<file path="config.mk">
export PLATFORM = sky130hd
export DESIGN_NAME = mem_arbiter
export DESIGN_NICKNAME = d
export VERILOG_FILES = /design/src/rtl/mem_arb_pkg.sv /design/src/rtl/mem_arb_timeout.sv /design/src/rtl/mem_arbiter.sv
export SDC_FILE = /design/constraint.sdc
export NUM_CORES = 1
export LEC_CHECK = 0
export BUFFER_PORTS_ARGS = -buffer_cell sky130_fd_sc_hd__buf_2
export CAP_MARGIN = 20
export CORE_AREA = 2 2 172 174
export CTS_BUF_LIST = sky130_fd_sc_hd__clkbuf_2 sky130_fd_sc_hd__clkbuf_4 sky130_fd_sc_hd__clkbuf_8
export CTS_CLUSTER_DIAMETER = 40
export DETAILED_ROUTE_END_ITERATION = 8
export DIE_AREA = 0 0 174 176
export PLACE_DENSITY = 0.65
export SKIP_CTS_REPAIR_TIMING = 1
export SYNTH_ARGS = -nofsm -noshare
export SYNTH_HDL_FRONTEND = slang
export SYNTH_SLANG_ARGS = --single-unit
</file>
<file path="constraint.sdc">
create_clock -name CLK -period 2 [get_ports CLK]
set_input_delay 0.3 -clock CLK [delete_from_list [all_inputs] [get_ports CLK]]
set_output_delay 0.3 -clock CLK [all_outputs]
set_load 0.03 [all_outputs]
</file>
<file path="src/rtl/mem_arb_pkg.sv">
// Shared types and constants for the memory arbiter: FSM state codes,
// slot-select encoding and the priority pick helper.
package mem_arb_pkg;

    localparam int DEFAULT_TIMEOUT = 255;

    typedef logic [0:0] state_t;
    localparam state_t IDLE  = 1'b0;
    localparam state_t ISSUE = 1'b1;

    typedef enum logic [1:0] {
        SEL_NONE = 2'd0,
        SEL_W    = 2'd1,
        SEL_D    = 2'd2,
        SEL_I    = 2'd3
    } sel_t;

    localparam logic [3:0] READ_STRB = 4'hF;

    // Writes go first so a read of the same address in one round sees new data.
    function automatic sel_t pick_slot(input logic w, input logic d, input logic i);
        sel_t s;
        s = SEL_NONE;
        if (w) begin
            s = SEL_W;
        end else if (d) begin
            s = SEL_D;
        end else if (i) begin
            s = SEL_I;
        end
        return s;
    endfunction

endpackage

</file>
<file path="src/rtl/mem_arb_timeout.sv">
// Bus watchdog: counts cycles a request waits for acknowledge and flags
// expiry once TIMEOUT_CYCLES is reached. Used only with MEM_ARB_TIMEOUT_EN.
module mem_arb_timeout
    import mem_arb_pkg::*;
#(
    parameter int TIMEOUT_CYCLES = DEFAULT_TIMEOUT
) (
    input  logic clk,
    input  logic rst_n,
    input  logic clear,
    input  logic incr,
    output logic expire
);

    localparam int CW = (TIMEOUT_CYCLES < 2) ? 1 : $clog2(TIMEOUT_CYCLES + 1);

    logic [CW-1:0] count;

    assign expire = incr && (count == CW'(TIMEOUT_CYCLES));

    always_ff @(posedge clk or negedge rst_n) begin
        if (!rst_n) begin
            count <= '0;
        end else if (clear) begin
            count <= '0;
        end else if (incr) begin
            count <= count + 1'b1;
        end
    end

endmodule

</file>
<file path="src/rtl/mem_arbiter.sv">
// Serialises the core's instruction-read, data-read and data-write channels
// onto one request/acknowledge bus. Optional watchdog: MEM_ARB_TIMEOUT_EN.
module mem_arbiter
    import mem_arb_pkg::*;
#(
    parameter int TIMEOUT_CYCLES = DEFAULT_TIMEOUT
) (
    input  logic        CLK,
    input  logic        RST,

    input  logic        INST_RDEN,
    input  logic [31:0] INST_RIADDR,
    output logic [31:0] INST_ROADDR,
    output logic        INST_RVALID,
    output logic [31:0] INST_RDATA,

    input  logic        DATA_RDEN,
    input  logic [31:0] DATA_RIADDR,
    output logic [31:0] DATA_ROADDR,
    output logic        DATA_RVALID,
    output logic [31:0] DATA_RDATA,

    input  logic        DATA_WREN,
    input  logic [3:0]  DATA_WSTRB,
    input  logic [31:0] DATA_WADDR,
    input  logic [31:0] DATA_WDATA,

    output logic        MEM_WAIT,

    output logic        MEM_REQ,
    output logic        MEM_WE,
    output logic [31:0] MEM_ADDR,
    output logic [3:0]  MEM_WSTRB,
    output logic [31:0] MEM_WDATA,
    input  logic        MEM_ACK,
    input  logic [31:0] MEM_RDATA,

    output logic        BUS_ERR
);

    state_t      state;
    sel_t        sel;
    sel_t        next_sel;

    logic        w_valid, d_valid, i_valid;
    logic        d_used, i_used;
    logic [31:0] w_addr, w_data, d_addr, i_addr;
    logic [3:0]  w_strb;

    logic        bus_req;
    logic        served;
    logic [31:0] rdata_eff;
    logic        any_en;
    logic        w_left, d_left, i_left;

    assign bus_req  = (state == ISSUE) && (sel != SEL_NONE);
    assign MEM_REQ  = bus_req;
    assign MEM_WAIT = (state == ISSUE);
    assign any_en   = INST_RDEN || DATA_RDEN || DATA_WREN;

    assign w_left   = w_valid && (sel != SEL_W);
    assign d_left   = d_valid && (sel != SEL_D);
    assign i_left   = i_valid && (sel != SEL_I);
    assign next_sel = pick_slot(w_left, d_left, i_left);

    // Bus fields come straight from the selected slot so they hold until acknowledge.
    always_comb begin
        MEM_WE    = 1'b0;
        MEM_ADDR  = '0;
        MEM_WSTRB = '0;
        MEM_WDATA = '0;
        case (sel)
            SEL_W: begin
                MEM_WE    = 1'b1;
                MEM_ADDR  = w_addr;
                MEM_WSTRB = w_strb;
                MEM_WDATA = w_data;
            end
            SEL_D: begin
                MEM_ADDR  = d_addr;
                MEM_WSTRB = READ_STRB;
            end
            SEL_I: begin
                MEM_ADDR  = i_addr;
                MEM_WSTRB = READ_STRB;
            end
            default: begin
                MEM_WE = 1'b0;
            end
        endcase
    end

`ifdef MEM_ARB_TIMEOUT_EN
    logic expired;
    logic wd_clear;
    logic timed_out;
    logic bus_err;

    assign wd_clear  = !bus_req || MEM_ACK || expired;
    assign timed_out = bus_req && expired && !MEM_ACK;
    assign served    = bus_req && (MEM_ACK || expired);
    assign rdata_eff = MEM_ACK ? MEM_RDATA : '0;
    assign BUS_ERR   = bus_err;

    mem_arb_timeout #(
        .TIMEOUT_CYCLES (TIMEOUT_CYCLES)
    ) u_timeout (
        .clk    (CLK),
        .rst_n  (RST),
        .clear  (wd_clear),
        .incr   (bus_req),
        .expire (expired)
    );

    always_ff @(posedge CLK or negedge RST) begin
        if (!RST) begin
            bus_err <= 1'b0;
        end else if (timed_out) begin
            bus_err <= 1'b1;
        end
    end
`else
    localparam int unused_timeout_cycles = TIMEOUT_CYCLES;

    assign served    = bus_req && MEM_ACK;
    assign rdata_eff = MEM_RDATA;
    assign BUS_ERR   = 1'b0;
`endif

    // Round control: capture in IDLE, walk the slots in ISSUE, pulse responses at the end.
    always_ff @(posedge CLK or negedge RST) begin
        if (!RST) begin
            state       <= IDLE;
            sel         <= SEL_NONE;
            w_valid     <= 1'b0;
            d_valid     <= 1'b0;
            i_valid     <= 1'b0;
            d_used      <= 1'b0;
            i_used      <= 1'b0;
            INST_RVALID <= 1'b0;
            DATA_RVALID <= 1'b0;
        end else begin
            INST_RVALID <= 1'b0;
            DATA_RVALID <= 1'b0;
            case (state)
                IDLE: begin
                    if (any_en) begin
                        state   <= ISSUE;
                        sel     <= pick_slot(DATA_WREN, DATA_RDEN, INST_RDEN);
                        w_valid <= DATA_WREN;
                        d_valid <= DATA_RDEN;
                        i_valid <= INST_RDEN;
                        d_used  <= DATA_RDEN;
                        i_used  <= INST_RDEN;
                    end
                end
                ISSUE: begin
                    if (served) begin
                        w_valid <= w_left;
                        d_valid <= d_left;
                        i_valid <= i_left;
                        sel     <= next_sel;
                        if (next_sel == SEL_NONE) begin
                            state       <= IDLE;
                            INST_RVALID <= i_used;
                            DATA_RVALID <= d_used;
                            i_used      <= 1'b0;
                            d_used      <= 1'b0;
                        end
                    end
                end
                default: begin
                    state <= IDLE;
                    sel   <= SEL_NONE;
                end
            endcase
        end
    end

    always_ff @(posedge CLK or negedge RST) begin
        if (!RST) begin
            w_addr <= '0;
            w_data <= '0;
            w_strb <= '0;
            d_addr <= '0;
            i_addr <= '0;
        end else if (state == IDLE) begin
            if (DATA_WREN) begin
                w_addr <= DATA_WADDR;
                w_data <= DATA_WDATA;
                w_strb <= DATA_WSTRB;
            end
            if (DATA_RDEN) begin
                d_addr <= DATA_RIADDR;
            end
            if (INST_RDEN) begin
                i_addr <= INST_RIADDR;
            end
        end
    end

    // Results land as each read completes; RVALID at round end marks them usable.
    always_ff @(posedge CLK or negedge RST) begin
        if (!RST) begin
            INST_ROADDR <= '0;
            INST_RDATA  <= '0;
            DATA_ROADDR <= '0;
            DATA_RDATA  <= '0;
        end else if (served) begin
            if (sel == SEL_D) begin
                DATA_ROADDR <= d_addr;
                DATA_RDATA  <= rdata_eff;
            end
            if (sel == SEL_I) begin
                INST_ROADDR <= i_addr;
                INST_RDATA  <= rdata_eff;
            end
        end
    end

endmodule
</file>
==> reports/qor.txt <==
Post-detail-place hpwl - 21400 um
Die area - 30600 um^2
Chip Height - 176 um
Layout cell share with drive strength beyond 1 - 59.4%
Final core utilization - 58.0%
Max cap viols - 0
Drt pass-1 iters - 4
Clock Latency Late Sink - 0.56 ns
Crit Path Max Fanout - 15
Initial antenna violation count - 1
Max Clk Rate - 450 MHz
LEAKAGE - 8.18 nW
Largest net degree at the start of global routing - 65
Worst EP required - 1.70 ns
Initial Utilization - 39.9%
Power per cell area - 1820 nW/um^2
Std-Cell Rows - 62
Synth top area share - 59.3%
Min Tclk post-route - 2.22 ns
Clk slew on worst S/H paths - 0.06 ns
Sequential share of the synthesized area - 59.3%
Fillers - 2318
Die width - 174 um
DP Worst Slack - 0.268 ns
Vias per inst - 4.83
First-pass GRT wire length - 46300 um
Max incr delay on CP - 0.44 ns
Met3 GRT Util - 5.40%
Tcrit/Tclk final - 111%
NumNets Final - 1466
Area Growth Syn to Fin - 45.2%
Clock skew after layout - 0.0221 ns
Final Max Slew Viols - 0
DRC Markers - 0
Area of the multi-input gates - 4360 um^2
Gr ovfl total - 0
Mapped Cells - 732
Port buffer count - 370
Critical path class - flop to primary output
Finished Layout Cells - 1713
Routed Antenna Nets - 0
CTS root buffer - clkbuf_8
I/O pin count - 372
Average cell area after synthesis - 15.6 um^2
Top delay family on crit path - flip-flops
Placeable Area - 28500 um^2
Worst vdd ir - 0.00117 V
Worst Hold Class - input port to flop
Gr usage total - 19.5%
Antenna diodes - 0
Routability cong. - 0.820
Synth Register Bits - 270
Register area - 6760 um^2
Final setup margin - -0.224 ns
Crit end category - primary output
Yosys top cell by area - dfrtp_1
RSZ-0062 raised after global routing - true
Vias in the first global route - 8159
Rel. slew slack - 62.6%
Dpl cells - 1472
# setup viols final - 65
Worst Tran Pin Value - 0.560 ns
Yosys cell types - 30
CP Launch Type - flop
Top cells by area, synth - dfrtp_1 (59%), mux2_2 (23%), mux2_4 (7.9%)
Post-Syn Area - 11400 um^2
Crit-path cells - buf_8 -> mux2_2 -> a22o_1 -> buf_2
DRT Wirelength - 32300 um
Iter 0 DRT Violations - 324
Vias - 8275
Per-cell routed wire length - 18.9 um
Final hold vios - 0
CTS Sinks - 270
Status - complete, but fails checks
GR Util met2 - 32.3%
Longest Clk Path Bufs - 3
Failing checks - setup timing
# H-tree levels - 2
Met1 usage - 24.9%
CP max stage cell - dfrtp_2
Fin Hold WS - 0.00298 ns
WP buf/inv - 2
CTS tree - yes
Mapped Nets - 902
Setup TNS - -10.77 ns
Busiest grt layer - met2
Cts bufs inserted - 48
Worst EP arrival - 1.92 ns
Syn. warnings - 0
[state kept, by name (all words and copies together) (netlist names)]
register,flops
w_data,32
INST_ROADDR,32
w_valid,1
DATA_RVALID,1
INST_RDATA,32
i_addr,32
sel,2
d_valid,1
d_used,1
i_used,1
i_valid,1
DATA_RDATA,32
w_addr,32
d_addr,32
MEM_WAIT,1
w_strb,4
DATA_ROADDR,32
INST_RVALID,1
[path summary, 6_finish.rpt]
kind / startpoint / endpoint / slack, ns / cells past startpoint
worst max-delay path: sel[1] / MEM_ADDR[17] / -0.22 / 4
worst min-delay path: DATA_RIADDR[27] / d_addr[27] / 0.003 / 2
worst max register to register: sel[1] / DATA_RDATA[1] / 0.28 / 4
worst min register to register: w_data[24] / w_data[24] / 0.50 / 1
max in group asynchronous: RST / d_addr[6] / 1.00 / 3
min in group asynchronous: RST / INST_RDATA[14] / 0.27 / 2
[power by group]
part	internal (W)	switching, W
combinational	0.00629	0.00833
sequential	0.00823	0.00173
clock	0.00334	0.00227
[per-stage QoR]
stage	total power, W	instance area [um^2]
detailed placement	0.0243	13900
floorplan	0.0198	11400
CTS	0.0300	14900
global route	0.0318	16500
finish	0.0302	16500
global placement	0.0240	13900
[synth_stat cells (all sizes together)]
master,count
nor2b,5
o21a,1
a21o,4
o22ai,3
buf,37
a21oi,7
inv,4
o311ai,1
mux2,292
conb,1
nor2,9
a22o,32
nand3,1
nand2,7
mux2i,1
o21ai,4
o211ai,3
nor3,1
dfrtp,270
clkbuf,10
nand3b,1
nand4,1
and2,34
a2bb2oi,1
or2,1
a31oi,1
[metal layers]
metal,vias to the layer above,wire length (um)
met5,-,11
met2,316,15900
li1,3746,-
met4,2,802
met1,4143,13500
met3,68,2100
[cell usage in the layout, fill, tap and decap left out, types with 3 or more instances in the layout]
| cell type | count |
|---|---|
| buf_12 | 12 |
| a21o_1 | 4 |
| mux2_4 | 61 |
| clkbuf_4 | 10 |
| inv_1 | 4 |
| o22ai_1 | 3 |
| nor2b_4 | 3 |
| buf_4 | 19 |
| clkbuf_8 | 62 |
| buf_6 | 4 |
| dfrtp_2 | 3 |
| and2_1 | 34 |
| buf_2 | 368 |
| nand2_1 | 7 |
| a22o_1 | 32 |
| bufinv_16 | 3 |
| a21oi_1 | 7 |
| clkinv_2 | 5 |
| nor2_1 | 8 |
| o211ai_1 | 3 |
| o21ai_0 | 4 |
| mux2_2 | 231 |
| dfrtp_1 | 267 |
| dlygate4sd3_1 | 156 |
[worst reg2reg max path: cells and delay by family, from the launching register on]
kind	cells	cell delay, ns
DFF	1	0.46
and+or+nand+nor	2	0.26
muxes	1	0.44
buffers and inverters	1	0.45
[cell families after synthesis]
kind of cell / synth area share [%]
other cells: 0.0329
simple gates: 3.10
compound gates: 3.84
mux: 30.9
flops: 59.3
buf+inv: 2.79
[layout make-up]
cell class | instances | share of cell area (%)
repair buffers | 561 | 23.3
multi-input cells | 411 | 26.4
clock inverters | 11 | 0.839
clock buffers | 72 | 5.61
flip-flops and latches | 270 | 40.9
inverters | 4 | 0.0908
well taps | 384 | 2.90
(Power assumes the default switching activity.)
